--- src/rtl/rpn_stack_ctrl_pkg.sv ---
// rtl/rpn_stack_ctrl_pkg.sv - shared types for the RPN stack controller
package rpn_pkg;

  typedef enum logic [1:0] {
    S_IDLE = 2'd0,
    S_EXEC = 2'd1,
    S_SHOW = 2'd2
  } state_t;

  typedef enum logic [1:0] {
    OP_ADD = 2'd0,
    OP_SUB = 2'd1,
    OP_AND = 2'd2,
    OP_OR  = 2'd3
  } opcode_t;

  typedef enum logic [1:0] {
    LK_NONE = 2'd0,
    LK_PUSH = 2'd1,
    LK_OP   = 2'd2
  } last_kind_t;

endpackage

--- src/rtl/rpn_stack_ctrl_if.sv ---
// rtl/rpn_stack_ctrl_if.sv - command and status bundle between input conditioning and the controller
interface rpn_stack_ctrl_if #(
  parameter int WIDTH = 16,
  parameter int DEPTH = 4
);
  localparam int SP_W = $clog2(DEPTH + 1);

  logic             Enter_pulse;
  logic             Undo_pulse;
  logic             IsOp;
  logic [1:0]       OpCode;
  logic [WIDTH-1:0] DataIn;
  logic [WIDTH-1:0] Top;
  logic [SP_W-1:0]  Sp;
  logic [1:0]       Status;
  logic             Full;
  logic             Empty;
  logic             Error;
  logic             Carry;
  logic             ToDisplaySel;
  logic             updateRes;

  modport master (
    output Enter_pulse, Undo_pulse, IsOp, OpCode, DataIn,
    input  Top, Sp, Status, Full, Empty, Error, Carry, ToDisplaySel, updateRes
  );

  modport slave (
    input  Enter_pulse, Undo_pulse, IsOp, OpCode, DataIn,
    output Top, Sp, Status, Full, Empty, Error, Carry, ToDisplaySel, updateRes
  );
endinterface

--- src/rtl/rpn_stack_ctrl_alu.sv ---
// rtl/rpn_stack_ctrl_alu.sv - combinational add/sub/and/or with carry-borrow out
module rpn_alu
  import rpn_pkg::*;
#(
  parameter int WIDTH = 16
) (
  input  logic [WIDTH-1:0] a,
  input  logic [WIDTH-1:0] b,
  input  opcode_t          op,
  output logic [WIDTH-1:0] y,
  output logic             carry
);
  logic [WIDTH:0] sum;
  logic [WIDTH:0] diff;

  // The extra top bit of the difference is the borrow (a < b).
  assign sum  = {1'b0, a} + {1'b0, b};
  assign diff = {1'b0, a} - {1'b0, b};

  always_comb begin
    y     = '0;
    carry = 1'b0;
    case (op)
      OP_ADD: {carry, y} = sum;
      OP_SUB: {carry, y} = diff;
      OP_AND: y = a & b;
      OP_OR:  y = a | b;
      default: ;
    endcase
  end
endmodule

--- src/rtl/rpn_stack_ctrl.sv ---
// rtl/rpn_stack_ctrl.sv - RPN calculator controller: operand stack, one-level undo, result display control
module rpn_stack_ctrl
  import rpn_pkg::*;
#(
  parameter int WIDTH = 16,
  parameter int DEPTH = 4
) (
  input  logic            clk,
  input  logic            Reset_n,
  rpn_stack_ctrl_if.slave bus
);
  localparam int SP_W  = $clog2(DEPTH + 1);
  localparam int IDX_W = $clog2(DEPTH);

  state_t           state_q, state_d;
  last_kind_t       lk_q, lk_d;
  opcode_t          op_q, op_d;
  logic [SP_W-1:0]  sp_q, sp_d;
  logic             err_q, err_d;
  logic             carry_q, carry_d;
  logic             upd_q, upd_d;
  logic [WIDTH-1:0] a_q, a_d, b_q, b_d;
  logic [WIDTH-1:0] stack_q [DEPTH];

  logic             wa_en, wb_en;
  logic [IDX_W-1:0] wa_idx, wb_idx;
  logic [WIDTH-1:0] wa_data, wb_data;
  logic [IDX_W-1:0] tos_idx, nos_idx, sp_idx;
  logic [WIDTH-1:0] alu_y;
  logic             alu_c;

  assign tos_idx = IDX_W'(sp_q - SP_W'(1));
  assign nos_idx = IDX_W'(sp_q - SP_W'(2));
  assign sp_idx  = IDX_W'(sp_q);

  // Operands stay in a_q/b_q after execution so the last op can be undone.
  rpn_alu #(.WIDTH(WIDTH)) u_alu (
    .a     (a_q),
    .b     (b_q),
    .op    (op_q),
    .y     (alu_y),
    .carry (alu_c)
  );

  always_comb begin
    state_d = state_q;
    lk_d    = lk_q;
    op_d    = op_q;
    sp_d    = sp_q;
    err_d   = err_q;
    carry_d = carry_q;
    upd_d   = 1'b0;
    a_d     = a_q;
    b_d     = b_q;
    wa_en   = 1'b0;
    wa_idx  = '0;
    wa_data = '0;
    wb_en   = 1'b0;
    wb_idx  = '0;
    wb_data = '0;

    if (state_q == S_EXEC) begin
      wa_en   = 1'b1;
      wa_idx  = nos_idx;
      wa_data = alu_y;
      sp_d    = sp_q - SP_W'(1);
      carry_d = alu_c;
      upd_d   = 1'b1;
      lk_d    = LK_OP;
      state_d = S_SHOW;
    end else if (bus.Undo_pulse) begin
      if (lk_q == LK_OP) begin
        wa_en   = 1'b1;
        wa_idx  = tos_idx;
        wa_data = a_q;
        wb_en   = 1'b1;
        wb_idx  = sp_idx;
        wb_data = b_q;
        sp_d    = sp_q + SP_W'(1);
        lk_d    = LK_PUSH;
        err_d   = 1'b0;
        state_d = S_IDLE;
      end else if (sp_q != '0) begin
        sp_d    = sp_q - SP_W'(1);
        err_d   = 1'b0;
        state_d = S_IDLE;
      end else begin
        err_d = 1'b1;
      end
    end else if (bus.Enter_pulse) begin
      if (!bus.IsOp) begin
        if (sp_q != SP_W'(DEPTH)) begin
          wa_en   = 1'b1;
          wa_idx  = sp_idx;
          wa_data = bus.DataIn;
          sp_d    = sp_q + SP_W'(1);
          lk_d    = LK_PUSH;
          carry_d = 1'b0;
          err_d   = 1'b0;
          state_d = S_IDLE;
        end else begin
          err_d = 1'b1;
        end
      end else if (sp_q >= SP_W'(2)) begin
        a_d     = stack_q[nos_idx];
        b_d     = stack_q[tos_idx];
        op_d    = opcode_t'(bus.OpCode);
        err_d   = 1'b0;
        state_d = S_EXEC;
      end else begin
        err_d = 1'b1;
      end
    end
  end

  always_ff @(posedge clk or negedge Reset_n) begin
    if (!Reset_n) begin
      state_q <= S_IDLE;
      lk_q    <= LK_NONE;
      op_q    <= OP_ADD;
      sp_q    <= '0;
      err_q   <= 1'b0;
      carry_q <= 1'b0;
      upd_q   <= 1'b0;
      a_q     <= '0;
      b_q     <= '0;
    end else begin
      state_q <= state_d;
      lk_q    <= lk_d;
      op_q    <= op_d;
      sp_q    <= sp_d;
      err_q   <= err_d;
      carry_q <= carry_d;
      upd_q   <= upd_d;
      a_q     <= a_d;
      b_q     <= b_d;
    end
  end

  // Contents are meaningless once Sp is cleared, so the array needs no reset.
  always_ff @(posedge clk) begin
    if (wa_en) stack_q[wa_idx] <= wa_data;
    if (wb_en) stack_q[wb_idx] <= wb_data;
  end

  assign bus.Top          = (sp_q == '0) ? '0 : stack_q[tos_idx];
  assign bus.Sp           = sp_q;
  assign bus.Status       = state_q;
  assign bus.Full         = (sp_q == SP_W'(DEPTH));
  assign bus.Empty        = (sp_q == '0);
  assign bus.Error        = err_q;
  assign bus.Carry        = carry_q;
  assign bus.ToDisplaySel = (state_q == S_SHOW);
  assign bus.updateRes    = upd_q;
endmodule
--- src/flat_wrapper.sv ---
// flat-port wrapper written by rule: the top's interface ports become plain ports
module rpn_stack_ctrl_flat import rpn_pkg::*;
#(
  parameter int WIDTH = 16,
  parameter int DEPTH = 4
)
  (clk, Reset_n, bus_Enter_pulse, bus_Undo_pulse, bus_IsOp, bus_OpCode, bus_DataIn, bus_Top, bus_Sp, bus_Status, bus_Full, bus_Empty, bus_Error, bus_Carry, bus_ToDisplaySel, bus_updateRes);
  rpn_stack_ctrl_if #(.WIDTH(WIDTH), .DEPTH(DEPTH)) bus_i ();
  input  logic clk;
  input  logic Reset_n;
  input wire logic [$bits(bus_i.Enter_pulse)-1:0] bus_Enter_pulse;
  input wire logic [$bits(bus_i.Undo_pulse)-1:0] bus_Undo_pulse;
  input wire logic [$bits(bus_i.IsOp)-1:0] bus_IsOp;
  input wire logic [$bits(bus_i.OpCode)-1:0] bus_OpCode;
  input wire logic [$bits(bus_i.DataIn)-1:0] bus_DataIn;
  output wire logic [$bits(bus_i.Top)-1:0] bus_Top;
  output wire logic [$bits(bus_i.Sp)-1:0] bus_Sp;
  output wire logic [$bits(bus_i.Status)-1:0] bus_Status;
  output wire logic [$bits(bus_i.Full)-1:0] bus_Full;
  output wire logic [$bits(bus_i.Empty)-1:0] bus_Empty;
  output wire logic [$bits(bus_i.Error)-1:0] bus_Error;
  output wire logic [$bits(bus_i.Carry)-1:0] bus_Carry;
  output wire logic [$bits(bus_i.ToDisplaySel)-1:0] bus_ToDisplaySel;
  output wire logic [$bits(bus_i.updateRes)-1:0] bus_updateRes;
  assign bus_i.Enter_pulse = bus_Enter_pulse;
  assign bus_i.Undo_pulse = bus_Undo_pulse;
  assign bus_i.IsOp = bus_IsOp;
  assign bus_i.OpCode = bus_OpCode;
  assign bus_i.DataIn = bus_DataIn;
  assign bus_Top = bus_i.Top;
  assign bus_Sp = bus_i.Sp;
  assign bus_Status = bus_i.Status;
  assign bus_Full = bus_i.Full;
  assign bus_Empty = bus_i.Empty;
  assign bus_Error = bus_i.Error;
  assign bus_Carry = bus_i.Carry;
  assign bus_ToDisplaySel = bus_i.ToDisplaySel;
  assign bus_updateRes = bus_i.updateRes;
  rpn_stack_ctrl #(.WIDTH(WIDTH), .DEPTH(DEPTH)) u_core (.clk(clk), .Reset_n(Reset_n), .bus(bus_i));
endmodule
--- config.mk ---
export PLATFORM = sky130hd
export DESIGN_NAME = rpn_stack_ctrl_flat
export DESIGN_NICKNAME = d
export VERILOG_FILES = /design/src/rtl/rpn_stack_ctrl_pkg.sv /design/src/rtl/rpn_stack_ctrl_if.sv /design/src/rtl/rpn_stack_ctrl_alu.sv /design/src/rtl/rpn_stack_ctrl.sv /design/src/flat_wrapper.sv
export SDC_FILE = /design/constraint.sdc
export NUM_CORES = 1
export LEC_CHECK = 0
export ABC_CLOCK_PERIOD_IN_PS = 9900
export BUFFER_PORTS_ARGS = -buffer_cell sky130_fd_sc_hd__buf_2
export CORE_MARGIN = 3
export CORE_UTILIZATION = 40
export DETAILED_ROUTE_END_ITERATION = 6
export PLACE_DENSITY = 0.55
export RECOVER_POWER = 25
export SLEW_MARGIN = 20
export SYNTH_ARGS = -nofsm -noshare
export SYNTH_HDL_FRONTEND = slang
export SYNTH_SLANG_ARGS = --single-unit
--- constraint.sdc ---
create_clock -name clk -period 9.9 [get_ports clk]
set_input_delay 1.98 -clock clk [delete_from_list [all_inputs] [get_ports clk]]
set_output_delay 1.98 -clock clk [all_outputs]
set_load 0.05 [all_outputs]
Yosys cells after proc, flatten, opt, wreduce, memory -nomap -nowiden

Memories as Yosys holds them, arrays and structs flattened. A register that Yosys moved wholly into a read port is not among the register bits.
Cells that the tools add are included.

Bits in registers: 28
Memory bits (writable): 64
Word-level logic and storage cells: 116
Memories kept: 1

Memory list:

| memory         | words | width | rd ports | clocked after memory_dff | write ports | line                 | source |
|---|---|---|---|---|---|---|---|
| u_core.stack_q | 4     | 16    | 2        | 1                        | 2           | rpn_stack_ctrl.sv:23 | `logic [WIDTH-1:0] stack_q [DEPTH];` |

$add $sub $neg: 5
Order comparisons: 1
Equality and inequality tests: 14
Muxes and demuxes: 67
Bitwise gates (word level): 4
Reductions and logical operators: 16

Operators with widths:

| operator                                                               | count |
|---|---|
| 16-bit two-way mux                                                     | 10 |
| 16-bit case mux with 4 select lines                                    | 1 |
| 2-bit two-way mux                                                      | 23 |
| 1-bit two-way mux                                                      | 25 |
| 3-bit two-way mux                                                      | 7 |
| 16-bit by 16-bit adder with 17-bit output                              | 1 |
| 16-bit by 16-bit subtractor with 17-bit output                         | 1 |
| 16-bit bitwise AND                                                     | 1 |
| 16-bit OR                                                              | 1 |
| 4-bit AND reduction                                                    | 4 |
| 3-bit nonzero test                                                     | 3 |
| 2-bit == test (second input constant)                                  | 4 |
| 2-bit nonzero test                                                     | 3 |
| 5-bit AND reduction                                                    | 1 |
| 2-bit by 1-bit == test with 1-bit output (second input constant)       | 2 |
| 2-bit by 1-bit != test with 1-bit output (second input constant)       | 2 |
| 4-bit by 1-bit != test with 1-bit output (second input constant)       | 1 |
| 4-bit by 2-bit != test with 1-bit output (second input constant)       | 1 |
| 4-bit nonzero test                                                     | 1 |
| 3-bit by 1-bit adder with 3-bit output (second input constant)         | 1 |
| 3-bit == test (second input constant)                                  | 1 |
| 3-bit by 2-bit >= comparator with 1-bit output (second input constant) | 1 |
| 3-bit zero test                                                        | 1 |
| 3-bit by 1-bit != test with 1-bit output (second input constant)       | 1 |
| 9 further kinds                                                        | 10 |

Depth between registers and ports, before layout

Depth after elaboration: 8
Gate-level depth with buffers: 12
Gate-level depth less buffers: 12

Cells and area by module

From an unflattened synthesis, not the netlist that was laid out.

Cell total of the unflattened synthesis: 750
Area total of the unflattened synthesis: 8,386.8 um2

Modules (own cells, without submodules):

| module         | times used | cells an instance | area each (um2) | seq. area each (um2) |
|---|---|---|---|---|
| rpn_stack_ctrl | 1          | 410               | 6,102.1         | 3,022.9 |
| rpn_alu        | 1          | 340               | 2,284.7         | 0.0 |

Least setup slack after synthesis

OpenSTA, ideal clock, no wires.

Kind: flip-flop to output port
Start point: reg u_core.sp_q[1], in the netlist u_core.bus.Sp[1]
End point: out bus_Top[10]
Arrival time: 2.776 ns
Slack: 5.144 ns
Stages on the path, launching flop included: 8
Buffers on the path: 3
Cells stage by stage: dfrtp_1 > clkbuf_1 > inv_1 > ha_1 > buf_1 > clkbuf_1 > mux4_2 > and2_1

Word-level cells in the longest chain between the ends: 3
Elaborated cells between the ends (all ways): 4
Classes of those cells: add/sub (1); mux (1); reduce/logical (1); memory (1)

RTL lines:

| item                                        | line                  | source |
|---|---|---|
| from (decl)                                 | rpn_stack_ctrl.sv:18  | `logic [SP_W-1:0] sp_q, sp_d;` |
| from (signal assigned)                      | rpn_stack_ctrl.sv:131 | `sp_q <= sp_d;` |
| 3-bit by 1-bit subtractor with 3-bit output | -                     |  |
| memory read 4 x 16 bit                      | -                     |  |
| 16-bit two-way mux *                        | rpn_stack_ctrl.sv:146 | `assign bus.Top = (sp_q == '0) ? '0 : stack_q[tos_idx];` |
| to (decl)                                   | flat_wrapper.sv:16    | `output wire logic [$bits(bus_i.Top)-1:0] bus_Top;` |

Every way passes the cells marked *; elsewhere a longest branch is shown, timed or not.

Worst setup path after layout

Start point: reg u_core.sp_q[0], in the netlist u_core.bus.Sp[0]
End point: out bus_Top[15]

Same word-level chain as after synthesis.

==> metrics.md <==
| Metric | Value |
|---|---|
| Buffers on Ports | slightly below 50 |
| Final net count | roughly 940 |
| CP required | 7920 ps |
| Total nets after synthesis | between 900 and 1000 |
| Antenna Cells | 0 |
| Routability cong. | approximately 0.87 |
| Post-synth top area share | 0.2440 |
| Netlist Area Pre-Place | approximately 0.0079 mm² |
| Vias per inst | around 5.8 |
| Max H-tree Level | 3 |
| Final min period | about 5400 ps |
| Fmax achieved | approximately 190 MHz |
| Fin. max-slew vios | 93 |
| Gr usage total | 0.2208 |
| Postcts setup bufs | 0 |
| Seq cells post-synth | 108 |
| Initial DRC count | approximately 580 |
| Via count of the routed design | around 6500 |
| CP Capture Type | primary output |
| Number of synthesized flops with an enable pin | 64 |
| Detail Placement HPWL | between 15 and 20 mm |
| Setup crit start | u_core.bus.Sp[0] |
| Top cells by area, synth | edfxtp_1 (24%), dfrtp_1 (14%), mux4_2 (9.4%) |
| Maximum buffer depth of the clock tree | 2 |
| Clock latency on the worst-skew pair | about 360 ps |
| Critical Path AT | between 3000 and 4000 ps |
| Setup TNS | 0 ps |
| Fill cells | between 1500 and 2000 |
| Area leader, netlist | edfxtp_1 |
| Synthesized instance count | between 800 and 900 |
| Top FF cell, synth | edfxtp_1 |
| Largest net degree at the start of global routing | 56 |
| Post-Layout Cell Count | around 1100 |
| Worst-margin pin slew | approximately 3000 ps |
| Setup CP Type | flop to primary output |
| Failing checks | max-capacitance violations, max-slew violations |
| Hold Vio Cnt, Final | 0 |
| Rel. slew slack | -0.9740 |
| Core area | roughly 0.019 mm² |
| Initial core utilization | 0.4142 |
| RR Startpoint | u_core.bus.Sp[0] |
| Worst Hold Launch | u_core.lk_q[1] |
| Ys Warns | 0 |
| Register area | 0.003024 mm² |
| Wire length of the first global-routing pass | around 36 mm |
| Area of the die | 0.02141 mm² |
| Clk_skew | between 6 and 7 ps |
| Max-Cap Viols | 3 |
| Worst Hold Path Cells | 2 |
| Unrepaired setup endpoints after global routing | false |
| # IOs | 50 |
| Hold WC Path Type | flop to flop |
| Post-route ant nets | 0 |
| Routed WL | between 20 and 25 mm |
| Layout overhead on the synthesized area | 9.911% |
| CTS resizes | 0 |
| Number of global-route vias before repair | 6108 |
| Drt drc | 0 |
| Fraction of layout cells with a size suffix above 1 | 0.1392 |
| Final setup viols | 0 |
| DR pass1 iterations | 5 |
| Run status | complete, but fails checks |
| Die width | about 150 µm |
| Post-synthesis sequential area ratio | 0.3837 |
| Cell count after placement | between 1000 and 1500 |
| CTS tree | yes |
| # clock sinks | around 110 |
| Mean Syn Cell Area | roughly 9.3 µm² |
| Area of the multi-input gates | approximately 0.0045 mm² |
| CP max FO | 41 |
| Final cycle utilization of the critical path | 0.5438 |
| Worst-path clk slew | ~70 ps |
| Hold_buf cts | 0 |
| Routed length per placed instance | approximately 21 µm |
| Clk root buf | clkbuf_16 |
| Netlist cell types | 62 |
| Ys async rst share | 0.4074 |
| Reg2Reg Depth | 10 |
| Antenna violations before repair | 0 |
| Row count | 50 |
| Startpoint types | flop |
| Die height | 146.3 µm |
| CTS Buf Count | 9 |
| Grt ovf | 0 |
cell usage after synthesis (all sizes together) (5+ instances only):
cell type	number
nand2	120
a211oi	8
a221o	6
o31ai	27
inv	56
and2	17
nand2b	9
dfrtp	44
nand3	12
clkbuf	36
a21oi	56
mux4	33
edfxtp	64
mux2i	6
xnor2	13
nand4	5
nor2	67
a221oi	12
o21ai	90
o21bai	7
nor2b	7
buf	19
ha	54
o211ai	8
nor3	17
state kept, by name (all words and copies together), names as in the netlist:
signal / count
u_core.stack_q: 64
u_core.a_q: 16
u_core.b_q: 16
u_core.bus.Sp: 3
u_core.bus.Status: 2
u_core.lk_q: 2
u_core.op_q: 2
u_core.bus.Carry: 1
u_core.bus.Error: 1
u_core.bus.updateRes: 1
final timing paths:
kind | to | slack [ps]
worst max-delay path | bus_Top[15] | 4520
worst min-delay path | u_core.lk_q[1] | 490
worst max register to register | u_core.stack_q[2][6] | 4930
worst min register to register | u_core.lk_q[1] | 490
max in group asynchronous | u_core.bus.Sp[0] | 5320
min in group asynchronous | u_core.b_q[2] | 2670
cells by family (layout without fill, tap and decap cells):
logic type                 count (synthesis)  in the layout  share of synthesized area
DFF                                      108            108                     0.3837
muxes                                     42             42                     0.1063
AOI/OAI and AO/OA                        244            244                     0.1954
and+or+nand+nor                          267            267                     0.1491
buffers and inverters                    111            135                    0.05575
xor gates and xnor gates                  17             17                    0.01890
adders and majority gates                 56             56                    0.09085
routing by layer:
layer	vias up	routed length (µm)	GRT usage
met5	-	0	0
met3	30	1298	0.03693
met1	3172	10700	0.3022
met4	0	626	0.07103
li1	3108	-	-
met2	216	11460	0.3598
through the flow:
stage / cell area (µm²) / hold slack (ps) / setup slack [ps] / utilization
after floorplan: 7878 / 448.1 / 5144 / -
after global placement: 8364 / 473.1 / 4584 / 0.4398
after detailed placement: 8382 / 470.1 / 4503 / 0.4407
after CTS: 8692 / 488.0 / 4109 / 0.4570
after global routing: 8658 / 520.6 / 4273 / 0.4553
final: 8658 / 488.1 / 4516 / 0.4553
area by class of cell:
cell class / count / area share
clock buffers: 9 / 0.02601
clock inverters: 7 / 0.009827
inverters: 56 / 0.02428
multi-input cells: 626 / 0.5156
flip-flops and latches: 108 / 0.3493
well taps: 260 / 0.03757
repair buffers: 63 / 0.03743
placed cells by master, fill, tap and decap left out, types with 8 or more instances in the layout:
cell	instances
nor2_1	62
clkbuf_16	9
o21ai_1	36
o21ai_0	53
o211ai_1	8
nand2b_1	9
nand2_1	120
buf_4	9
o31ai_1	27
buf_2	43
xnor2_1	13
dfrtp_1	43
edfxtp_1	64
and2_1	17
nand3_1	12
nor3_1	17
mux4_2	33
ha_1	53
inv_1	53
a221oi_1	10
clkbuf_1	11
a21oi_1	55
worst max-delay path, cell delays in order, from the launching register on:
cell and delay, ps:
dfrtp_2 340, buf_4 580, inv_1 310, ha_2 830
mux4_2 590, and2_1 180, buf_2 210
Power is not shown: default switching activity piles up to over one toggle a cycle in this logic, so the estimate is an artifact.
